**src/rtl/desc_sched_pkg.sv**
```systemverilog
// Shared types and helpers for the descriptor round-robin scheduler.
package desc_sched_pkg;

    typedef enum logic {
        S_IDLE  = 1'b0,
        S_OFFER = 1'b1
    } sched_state_e;

    localparam int unsigned DEF_NUM_Q = 8;
    localparam int unsigned DEF_QID_W = $clog2(DEF_NUM_Q);

    // Round-robin pointer advance, wrapping num_q-1 -> 0.
    function automatic int unsigned rr_next(input int unsigned ptr, input int unsigned num_q);
        return (ptr + 32'd1 >= num_q) ? 32'd0 : ptr + 32'd1;
    endfunction

endpackage

```
**src/rtl/rr_arbiter.sv**
```systemverilog
// Combinational round-robin pick: first set bit of req at or after ptr, wrapping.
module rr_arbiter #(
    parameter int unsigned NUM_Q = 8,
    parameter int unsigned QID_W = $clog2(NUM_Q)
) (
    input  logic [NUM_Q-1:0] req,
    input  logic [QID_W-1:0] ptr,
    output logic             gnt_vld,
    output logic [QID_W-1:0] gnt_idx
);

    localparam int unsigned DW = 2 * NUM_Q;

    logic [DW-1:0] dbl_req;
    logic [DW-1:0] dbl_mask;
    logic [DW-1:0] dbl_hit;

    // Upper copy of req covers the wrap; lower copy is masked below ptr.
    always_comb begin
        dbl_req  = {req, req};
        dbl_mask = ~((DW'(1) << ptr) - DW'(1));
        dbl_hit  = dbl_req & dbl_mask;
        gnt_vld  = 1'b0;
        gnt_idx  = '0;
        for (int i = DW - 1; i >= 0; i--) begin
            if (dbl_hit[i]) begin
                gnt_vld = 1'b1;
                gnt_idx = (i >= NUM_Q) ? QID_W'(i - NUM_Q) : QID_W'(i);
            end
        end
    end

endmodule

```
**src/rtl/desc_rr_sched.sv**
```systemverilog
// Round-robin queue scheduler: offers one queue grant at a time to the packet engine
// and pulses the matching desc_cnt decrement on each accepted grant.
module desc_rr_sched
    import desc_sched_pkg::*;
#(
    parameter int unsigned NUM_Q = DEF_NUM_Q,
    parameter int unsigned QID_W = $clog2(NUM_Q),
    parameter int unsigned CNT_W = 32
) (
    input  logic             user_clk,
    input  logic             user_reset_n,
    input  logic [NUM_Q-1:0] q_rdy,
    input  logic [NUM_Q-1:0] q_en,
    input  logic [NUM_Q-1:0] q_pend,
    input  logic [NUM_Q-1:0] q_clr,
    output logic [NUM_Q-1:0] desc_dec,
    output logic             grant_vld,
    output logic [QID_W-1:0] grant_qid,
    input  logic             grant_rdy,
    output logic [CNT_W-1:0] grant_cnt
);

    sched_state_e     state;
    logic [QID_W-1:0] rr_ptr;
    logic [NUM_Q-1:0] elig;
    logic [NUM_Q-1:0] qid_oh;
    logic [NUM_Q-1:0] arb_req;
    logic             arb_vld;
    logic [QID_W-1:0] arb_idx;
    logic             offer;
    logic             clr_hit;
    logic             hs;

    // The just-granted queue is masked because its desc_rdy lags the decrement by a cycle.
    always_comb begin
        qid_oh   = NUM_Q'(1) << grant_qid;
        elig     = q_rdy & q_en & q_pend & ~q_clr;
        offer    = (state == S_OFFER);
        clr_hit  = |(q_clr & qid_oh);
        hs       = offer & grant_vld & grant_rdy & ~clr_hit;
        arb_req  = offer ? (elig & ~qid_oh) : elig;
        desc_dec = (hs & user_reset_n) ? qid_oh : '0;
    end

    rr_arbiter #(
        .NUM_Q (NUM_Q),
        .QID_W (QID_W)
    ) u_arb (
        .req     (arb_req),
        .ptr     (rr_ptr),
        .gnt_vld (arb_vld),
        .gnt_idx (arb_idx)
    );

    // Scheduler FSM; a clear on the offered queue is the only withdrawal path.
    always_ff @(posedge user_clk) begin
        if (!user_reset_n) begin
            state     <= S_IDLE;
            grant_vld <= 1'b0;
            grant_qid <= '0;
            rr_ptr    <= '0;
            grant_cnt <= '0;
        end else begin
            case (state)
                S_IDLE: begin
                    if (arb_vld) begin
                        grant_qid <= arb_idx;
                        grant_vld <= 1'b1;
                        rr_ptr    <= QID_W'(rr_next(32'(arb_idx), NUM_Q));
                        state     <= S_OFFER;
                    end
                end
                S_OFFER: begin
                    if (clr_hit) begin
                        grant_vld <= 1'b0;
                        state     <= S_IDLE;
                    end else if (hs) begin
                        grant_cnt <= grant_cnt + CNT_W'(1);
                        if (arb_vld) begin
                            grant_qid <= arb_idx;
                            rr_ptr    <= QID_W'(rr_next(32'(arb_idx), NUM_Q));
                        end else begin
                            grant_vld <= 1'b0;
                            state     <= S_IDLE;
                        end
                    end
                end
                default: begin
                    grant_vld <= 1'b0;
                    state     <= S_IDLE;
                end
            endcase
        end
    end

endmodule
```
**config.mk**
```make
export PLATFORM = sky130hd
export DESIGN_NAME = desc_rr_sched
export DESIGN_NICKNAME = d
export VERILOG_FILES = /design/src/rtl/desc_sched_pkg.sv /design/src/rtl/rr_arbiter.sv /design/src/rtl/desc_rr_sched.sv
export SDC_FILE = /design/constraint.sdc
export NUM_CORES = 1
export LEC_CHECK = 0
export BUFFER_PORTS_ARGS = -buffer_cell sky130_fd_sc_hd__buf_4
export CAP_MARGIN = 15
export CORE_ASPECT_RATIO = 0.75
export CORE_MARGIN = 2
export CORE_UTILIZATION = 35
export DETAILED_ROUTE_END_ITERATION = 12
export GPL_TIMING_DRIVEN = 0
export PLACE_DENSITY = 0.56
export SLEW_MARGIN = 20
export SYNTH_ARGS = -nofsm -noshare
export SYNTH_HDL_FRONTEND = slang
export SYNTH_SLANG_ARGS = --single-unit
```
**constraint.sdc**
```tcl
create_clock -name user_clk -period 4.08 [get_ports user_clk]
set_input_delay 0 -clock user_clk [delete_from_list [all_inputs] [get_ports user_clk]]
set_output_delay 0 -clock user_clk [all_outputs]
set_load 0.02 [all_outputs]
```
==> results of run 1 <==
cell type report:
cell class	count	area, um2
tap	101	126.4
inverter	10	37.54
fill	745	3817
sequential	40	800.8
clock buffer	5	68.82
timing repair buffer	78	588.1
buffer	16	61.31
clock inverter	3	90.09
multi-input combinational	263	1774
sequential cells by signal, summed over array words and instances, names as in the netlist:
name,count
grant_cnt,32
grant_qid,3
rr_ptr,3
grant_vld,1
offer,1
critical path, delay by kind of cell (launching register included):
kind | cells | cell delay, ns
simple gates | 5 | 1.36
compound gates | 4 | 0.85
buf+inv | 3 | 0.83
flops | 1 | 0.36
fa+ha+maj | 1 | 0.14
logic make-up (layout without fill, tap and decap cells):
logic type,Yosys count,after routing,synth area share [%]
AO/OA/AOI/OAI,59,59,14.96
XOR/XNOR,27,27,8.890
adder cells (fa/ha/maj),3,3,1.411
buffers and inverters,26,112,3.716
flip-flops,40,40,30.10
multiplexers,5,5,3.292
AND/OR/NAND/NOR,169,169,37.63
layout by cell type (no fill, tap or decap), drive strengths merged, types with 3 or more instances in the layout:
master and n:
a21boi 7, a21oi 6, a31oi 3, and2 26
and3 9, and4 3, and4b 5, buf 79
bufinv 3, clkbuf 19, dfxtp 40, ha 3
inv 10, nand2 24, nand2b 8, nand3 19
nand4 12, nand4b 5, nor2 22, nor2b 5
nor3 8, nor3b 5, nor4 3, o211ai 6
o21ai 16, o22ai 3, or3 7, xnor2 16
xor2 11
worst min-delay path by stage:
stage	to	cells after the start
3_3_place_gp	grant_vld	3
2_1_floorplan	grant_vld	2
3_5_place_dp	grant_vld	3
6_report	grant_cnt[30]	3
4_1_cts	grant_cnt[30]	3
5_1_grt	rr_ptr[2]	3
repair_timing:
item,in CTS,in global routing
setup endpoints to repair,0,6
buffers inserted,0,0
hold buffers,1,0
endpoints found under the hold margin,1,0
resized for setup,0,2
power breakdown:
part / internal (uW) / switching [uW] / leakage (uW) / total (uW)
Combinational: 164 / 236 / 0.00111 / 400
Clock: 306 / 145 / 0.0000784 / 451
Sequential: 411 / 21.6 / 0.000323 / 433
cell usage after synthesis (5+ instances only):
cell type / number / area share (%)
and4b_1: 5 / 1.9
dfxtp_1: 40 / 30
a21oi_1: 6 / 1.1
nor3_1: 7 / 1.3
inv_1: 10 / 1.4
xor2_1: 11 / 3.6
xnor2_1: 16 / 5.3
nand3_1: 19 / 3.6
o211ai_1: 6 / 1.7
clkbuf_1: 14 / 2.0
nand4_1: 11 / 2.6
a21boi_0: 5 / 1.4
and2_1: 25 / 5.9
nand2_1: 24 / 3.4
nand2b_1: 8 / 1.9
o21ai_0: 16 / 3.0
nand4b_1: 5 / 1.6
nor3b_1: 5 / 1.4
nor2_1: 22 / 3.1
nor2b_1: 5 / 1.2
or3_1: 7 / 1.6
and3_1: 9 / 2.1
stage by stage:
stage / std cells / util, % / hold slack, ns / worst slack (ns)
detailed placement: 507 / 45.68 / 0.3029 / 0.2601
global route: 516 / 48.17 / 0.2043 / 0.01343
floorplan: 329 / - / 0.1865 / 1.068
global placement: 507 / 45.68 / 0.2961 / 0.1833
CTS: 516 / 47.98 / 0.1555 / 0.1818
finish: 516 / 48.17 / 0.1522 / 0.3815
metal layers:
layer,wire (um),up-vias,GRT usage (%)
li1,-,1363,-
met1,3982,1251,29.48
met2,2992,115,25.36
met3,550,7,3.429
met4,57,0,4.000
met5,0,-,0
==> metrics.txt, run 1 <==
status=finished, final reports clean; Routed WL per cell=14.70 um; worst hold start=user_reset_n; Final Setup Violations=0; clk sinks=40; sequential share of the synthesized area=30.10%; fraction of registers with async set/reset=0%; critical path's slowest cell=or3b_2; input/output buffers=77; drt pass-1 iters=5; startpoint types=register; Core ar.=7365 um2; # diodes=0; GRT Total Usage=18.60%; DR iter-0 viols=157; final period utilization=90.65%; Max Clk Rate=270.4 MHz; CP arrival=3.86 ns; CP cell instances=clkbuf_1, or3_1, ha_1, clkbuf_1, or3b_2, o211ai_1, o21a_1, nand4_1, nor4b_4, nor2b_1, clkbuf_1, o311ai_0, a21boi_0; Final nets=452; Setup crit end=grant_qid[0]; most frequently used flop master after synthesis=dfxtp_1; Hold Fails Final Rpt=0; number of synthesized register bits=40; fin crit period=3.698 ns; Worst VDD drop=171.2 uV; TritonCTS clock tree=done; vias in the first global route=2441; Final ANT Viol Nets=0; Cells after Synth=329; r2r endpoint=grant_qid[0]; H-tree depth=2; row count=27; share of layout cells above drive strength 1=22.41%; CP peak stage delay=0.54 ns; Root Driver=clkbuf_8; Pins Over Slew Limit=0; Placed Area=3364 um2; dpl hpwl=5.926 mm; Cell variety after synth=56; Residual DRC=0; clock slew at reported path FFs=0.08 ns; CP most frequent cell=clkbuf_1; design area=3547 um2; Clock Tree Buf Depth=2; placer congestion estimate=0.9135; DIE WIDTH=104.7 um; RSZ-0062 raised after global routing=no; max_slew headroom=53.58%; total chip power=1284 uW; vias=2736; initial antenna violation count=0; Least-Margin Pin Slew=0.6875 ns; Lkg Pwr=0.001516 uW; wire length after detailed routing=7.583 mm; Crit Path Category=reg -> reg; first-pass GRT wire length=12.44 mm; hold crit path type=in -> reg; reg2reg path depth=13; required time worst endpoint=4.24 ns; max-cap check violation count=0; Initial Util=36.12%; syn_nets=367; Post-synth EDFFs=0; Yosys warnings=0; Vias/cell=5.302; IO Count=79; pin count of the biggest net entering global routing=14; Post-Syn Area per Cell=8.085 um2; cell area after synthesis=2660 um2; Clock Skews=0.002868 ns; gr ovfl total=0; Final TNS setup=0 ns; Pwr Density=361.9 nW/um2; full die area=8321 um2; Critical Path Sink Type=register; reg2reg start=rr_ptr[2]; R2R setup slack=0.38 ns; area delta synth->final=33.35%; total CTS buffers=5; CP max FO=10; Clock Latency Late Sink=0.29 ns; Die Ht=79.50 um; launch point of the worst path=rr_ptr[2]
Power figures use the tool's default switching activity.
==> run 2: changes to the inputs <==
PLACE_DENSITY = 0.58   (was 0.56)
SYNTH_HIERARCHICAL = 1   (was not set)
clock period = 3.2 ns   (was 4.08 ns; I/O delays follow)
==> run 2 against run 1 <==
  * Fmax up 22%
  * Synthesized cell count up 3.6%
  * Clock power fell by 22%
  * Global-route usage is 0.34 points higher
  * Worst hold slack worse by 0.14 ns
  * First-iteration DRC count decreased by 3.8%
  * Sequential power up 24%
  * Clock skew rose by 0.0034 ns
  * Sequential share of layout area about the same
  * Setup slack got worse by 0.21 ns
  * Cell area fell by 0.21%
  * Critical path depth unchanged
==> metrics.txt, run 2 <==
Post-synth top cells=41 x nand2_1, 40 x dfxtp_1, 23 x nand2b_1; row count=27 (unchanged); sequential share of the synthesized area=29.30% (-0.80 points); vias in the first global route=2566 (+5.1%); syn_nets=379 (+3.3%); Hold WS=0.01162 ns (-0.1406 ns); drt pass-1 iters=5 (unchanged); IO Count=79 (unchanged); CP arrival=3.23 ns (-0.63 ns); Pwr Density=356.7 nW/um2 (-1.4%); DR iter-0 viols=151 (-3.8%); post-synth top area share=29.30% (-0.80 points); Synth Area in Compound Gates=19.87% (+4.9 points); Hold Fails Final Rpt=0 (unchanged); flip-flop count of the largest register after layout=32 (unchanged); Crit Path Category=reg -> reg; cell area after synthesis=2733 um2 (+2.7%); design area=3540 um2 (-0.21%); Worst VDD drop=177.3 uV (+3.5%); Yosys warnings=6 (+6); clk sinks=40 (unchanged); Max Clk Rate=330.3 MHz (+22%); H-tree depth=2 (unchanged); Post-Syn Area per Cell=8.014 um2 (-0.89%); Hold Path Stages=3 (unchanged); fin crit period=3.028 ns (-0.6708 ns); reg2reg path depth=13 (unchanged); Clock Latency Late Sink=0.29 ns (about the same); final period utilization=94.62% (+4.0 points); r2r endpoint=rr_ptr[2]; top flop regs=grant_cnt (32), grant_qid (3), rr_ptr (3); startpoint types=register; status=finished, final reports clean; Post-Synth Adder-Cell Area=1.374% (-0.037 points); Root Driver=clkbuf_8; Final TNS setup=0 ns (unchanged); RSZ-0062 raised after global routing=yes; Final ANT Viol Nets=0 (unchanged); Routed WL per cell=15.08 um (+2.6%); R2R setup slack=0.17 ns (-0.21 ns); Worst Path Buf+Inv=3 (unchanged); critical path's slowest cell=or4bb_1; placer congestion estimate=0.8754 (-4.2%); dpl hpwl=6.092 mm (+2.8%); gr ovfl total=0 (unchanged); Cell variety after synth=52 (-7.1%); launch point of the worst path=rr_ptr[1]; Vias/cell=5.549 (+4.7%); CP max FO=10 (unchanged); clock slew at reported path FFs=0.08 ns (about the same); synth top area cells=dfxtp_1 29%, nand2_1 5.6%, mux2i_1 5.5%, nand2b_1 5.3%, nor4_1 3.0%; Lkg Pwr=0.001442 uW (-4.9%); area delta synth->final=29.53%; most numerous cell in the Yosys netlist=nand2_1; total CTS buffers=5 (unchanged); Initial Util=36.60% (+0.48 points); reg2reg start=rr_ptr[1]; Post-Synth Simple-Gate Area=33.88% (-3.7 points); Placed Area=3437 um2 (+2.2%); Final nets=462 (+2.2%); hold crit path type=in -> reg; GRT Total Usage=18.94% (+0.34 points); max-cap check violation count=0 (unchanged); Core ar.=7466 um2 (+1.4%); Cells after Synth=341 (+3.6%); WP depth=13 (unchanged); fraction of registers with async set/reset=0% (unchanged); wire length after detailed routing=7.931 mm (+4.6%); CP cell instances=clkbuf_2, nor3_2, inv_1, ha_1, buf_4, or4bb_1, and4_1, o31ai_1, a21oi_2, ha_1, a211oi_1, a21oi_1, a211oi_1; vias=2919 (+6.7%); first-pass GRT wire length=12.91 mm (+3.8%); # diodes=0 (unchanged); Clock Tree Buf Depth=2 (unchanged); Final Setup Violations=0 (unchanged); Die Ht=80.52 um (+1.3%); DIE WIDTH=106.0 um (+1.3%); Post-synth EDFFs=0 (unchanged); Biggest register=grant_cnt; pin count of the biggest net entering global routing=13 (-1); full die area=8538 um2 (+2.6%); input/output buffers=77 (unchanged); fillers=720 (-3.4%); Least-Margin Pin Slew=0.6692 ns (-0.01831 ns); Pins Over Slew Limit=0 (unchanged); Clock Skews=0.006250 ns (+0.003383 ns); CP peak stage delay=0.50 ns (-0.04 ns); number of synthesized register bits=40 (unchanged); largest family of logic cells by synthesized area=simple AND/OR/NAND/NOR gates; TritonCTS clock tree=done; share of layout cells above drive strength 1=25.88% (+3.5 points); Setup crit end=rr_ptr[2]; Critical Path Sink Type=register; setup bufs post-CTS=0 (unchanged); XOR/XNOR share of the synthesized area=2.885% (-6.0 points); required time worst endpoint=3.41 ns (-0.83 ns); CTS Hold Bufs=0 (-1); max_slew headroom=55.39% (+1.8 points); commonest non-fill, non-tap cells in the layout=78 x buf_4, 41 x nand2_1, 40 x dfxtp_1; Residual DRC=0 (unchanged); Crit path max-delay family=simple AND/OR/NAND/NOR gates; biggest area consumer among synthesized cells=dfxtp_1; initial antenna violation count=0 (unchanged); most common cell after layout, fill and taps aside=buf_4; mux share of post-synthesis cell area=5.998% (+2.7 points); most frequently used flop master after synthesis=dfxtp_1
## run 2: logic make-up (layout without fill, tap and decap cells)
family          count (synthesis)  in the layout
xor+xnor                        9              9
simple gates                  168            168
fa+ha+maj                       3              3
mux                            16             16
compound gates                 68             68
buf+inv                        37            121
flops                          40             40
## run 2: metrics by stage
stage / instances / setup WS, ns / util, % / power, uW
2_1_floorplan: 341 / 0.3615 / - / 805.8
3_3_place_gp: 519 / 0.07268 / 46.04 / 911.4
3_5_place_dp: 519 / 0.01748 / 46.04 / 916.4
4_1_cts: 527 / 0.06339 / 47.29 / 1266
5_1_grt: 526 / -0.05534 / 47.41 / 1340
6_report: 526 / 0.1723 / 47.41 / 1263
## run 2: layer usage
| layer | routed length (um) | share of wire, % | GRT usage [%] |
|---|---|---|---|
| met1 | 4132 | 52 | 28.29 |
| met2 | 3240 | 41 | 27.87 |
| met3 | 536 | 6.8 | 4.221 |
| met4 | 22 | 0.28 | 3.289 |
| met5 | 0 | 0 | 0 |
## run 2: worst reg2reg max path: stages, from the launching register on
cell      delay (ns)
dfxtp_1         0.33
clkbuf_2        0.18
nor3_2          0.23
inv_1           0.07
ha_1            0.18
buf_4           0.16
or4bb_1         0.50
and4_1          0.24
o31ai_1         0.27
a21oi_2         0.12
ha_1            0.21
a211oi_1        0.17
a21oi_1         0.06
a211oi_1        0.22
## run 2: cell type report
class | count | area, um2 | area share [%]
Inverter | 14 | 52.55 | 1.485
Clock inverter | 2 | 10.01 | 0.2828
Tap cell | 101 | 126.4 | 3.570
Clock buffer | 6 | 82.58 | 2.333
Timing Repair Buffer | 77 | 578.1 | 16.33
Buffer | 22 | 127.6 | 3.606
Sequential cell | 40 | 800.8 | 22.62
Multi-Input combinational cell | 264 | 1762 | 49.77
## run 2: what timing repair did
action	in CTS	in global routing
resized for setup	1	3
endpoints found under the setup margin	1	5
gates cloned	0	0
## run 2: worst min path at each step
stage,start,to,slack (ns)
2_1_floorplan,grant_rdy,grant_vld,0.20
3_3_place_gp,grant_rdy,grant_vld,0.31
6_report,grant_rdy,grant_vld,0.01
5_1_grt,grant_rdy,grant_vld,0.02
3_5_place_dp,grant_rdy,grant_vld,0.31
4_1_cts,grant_rdy,grant_vld,0.008
## run 2: power by group
part           internal, uW  total [uW]  switching [uW]  leakage (uW)
combinational           162         374             212       0.00107
clock                   172         350             178     0.0000510
sequential              515         539            23.4      0.000323
total                   850        1260             413       0.00144
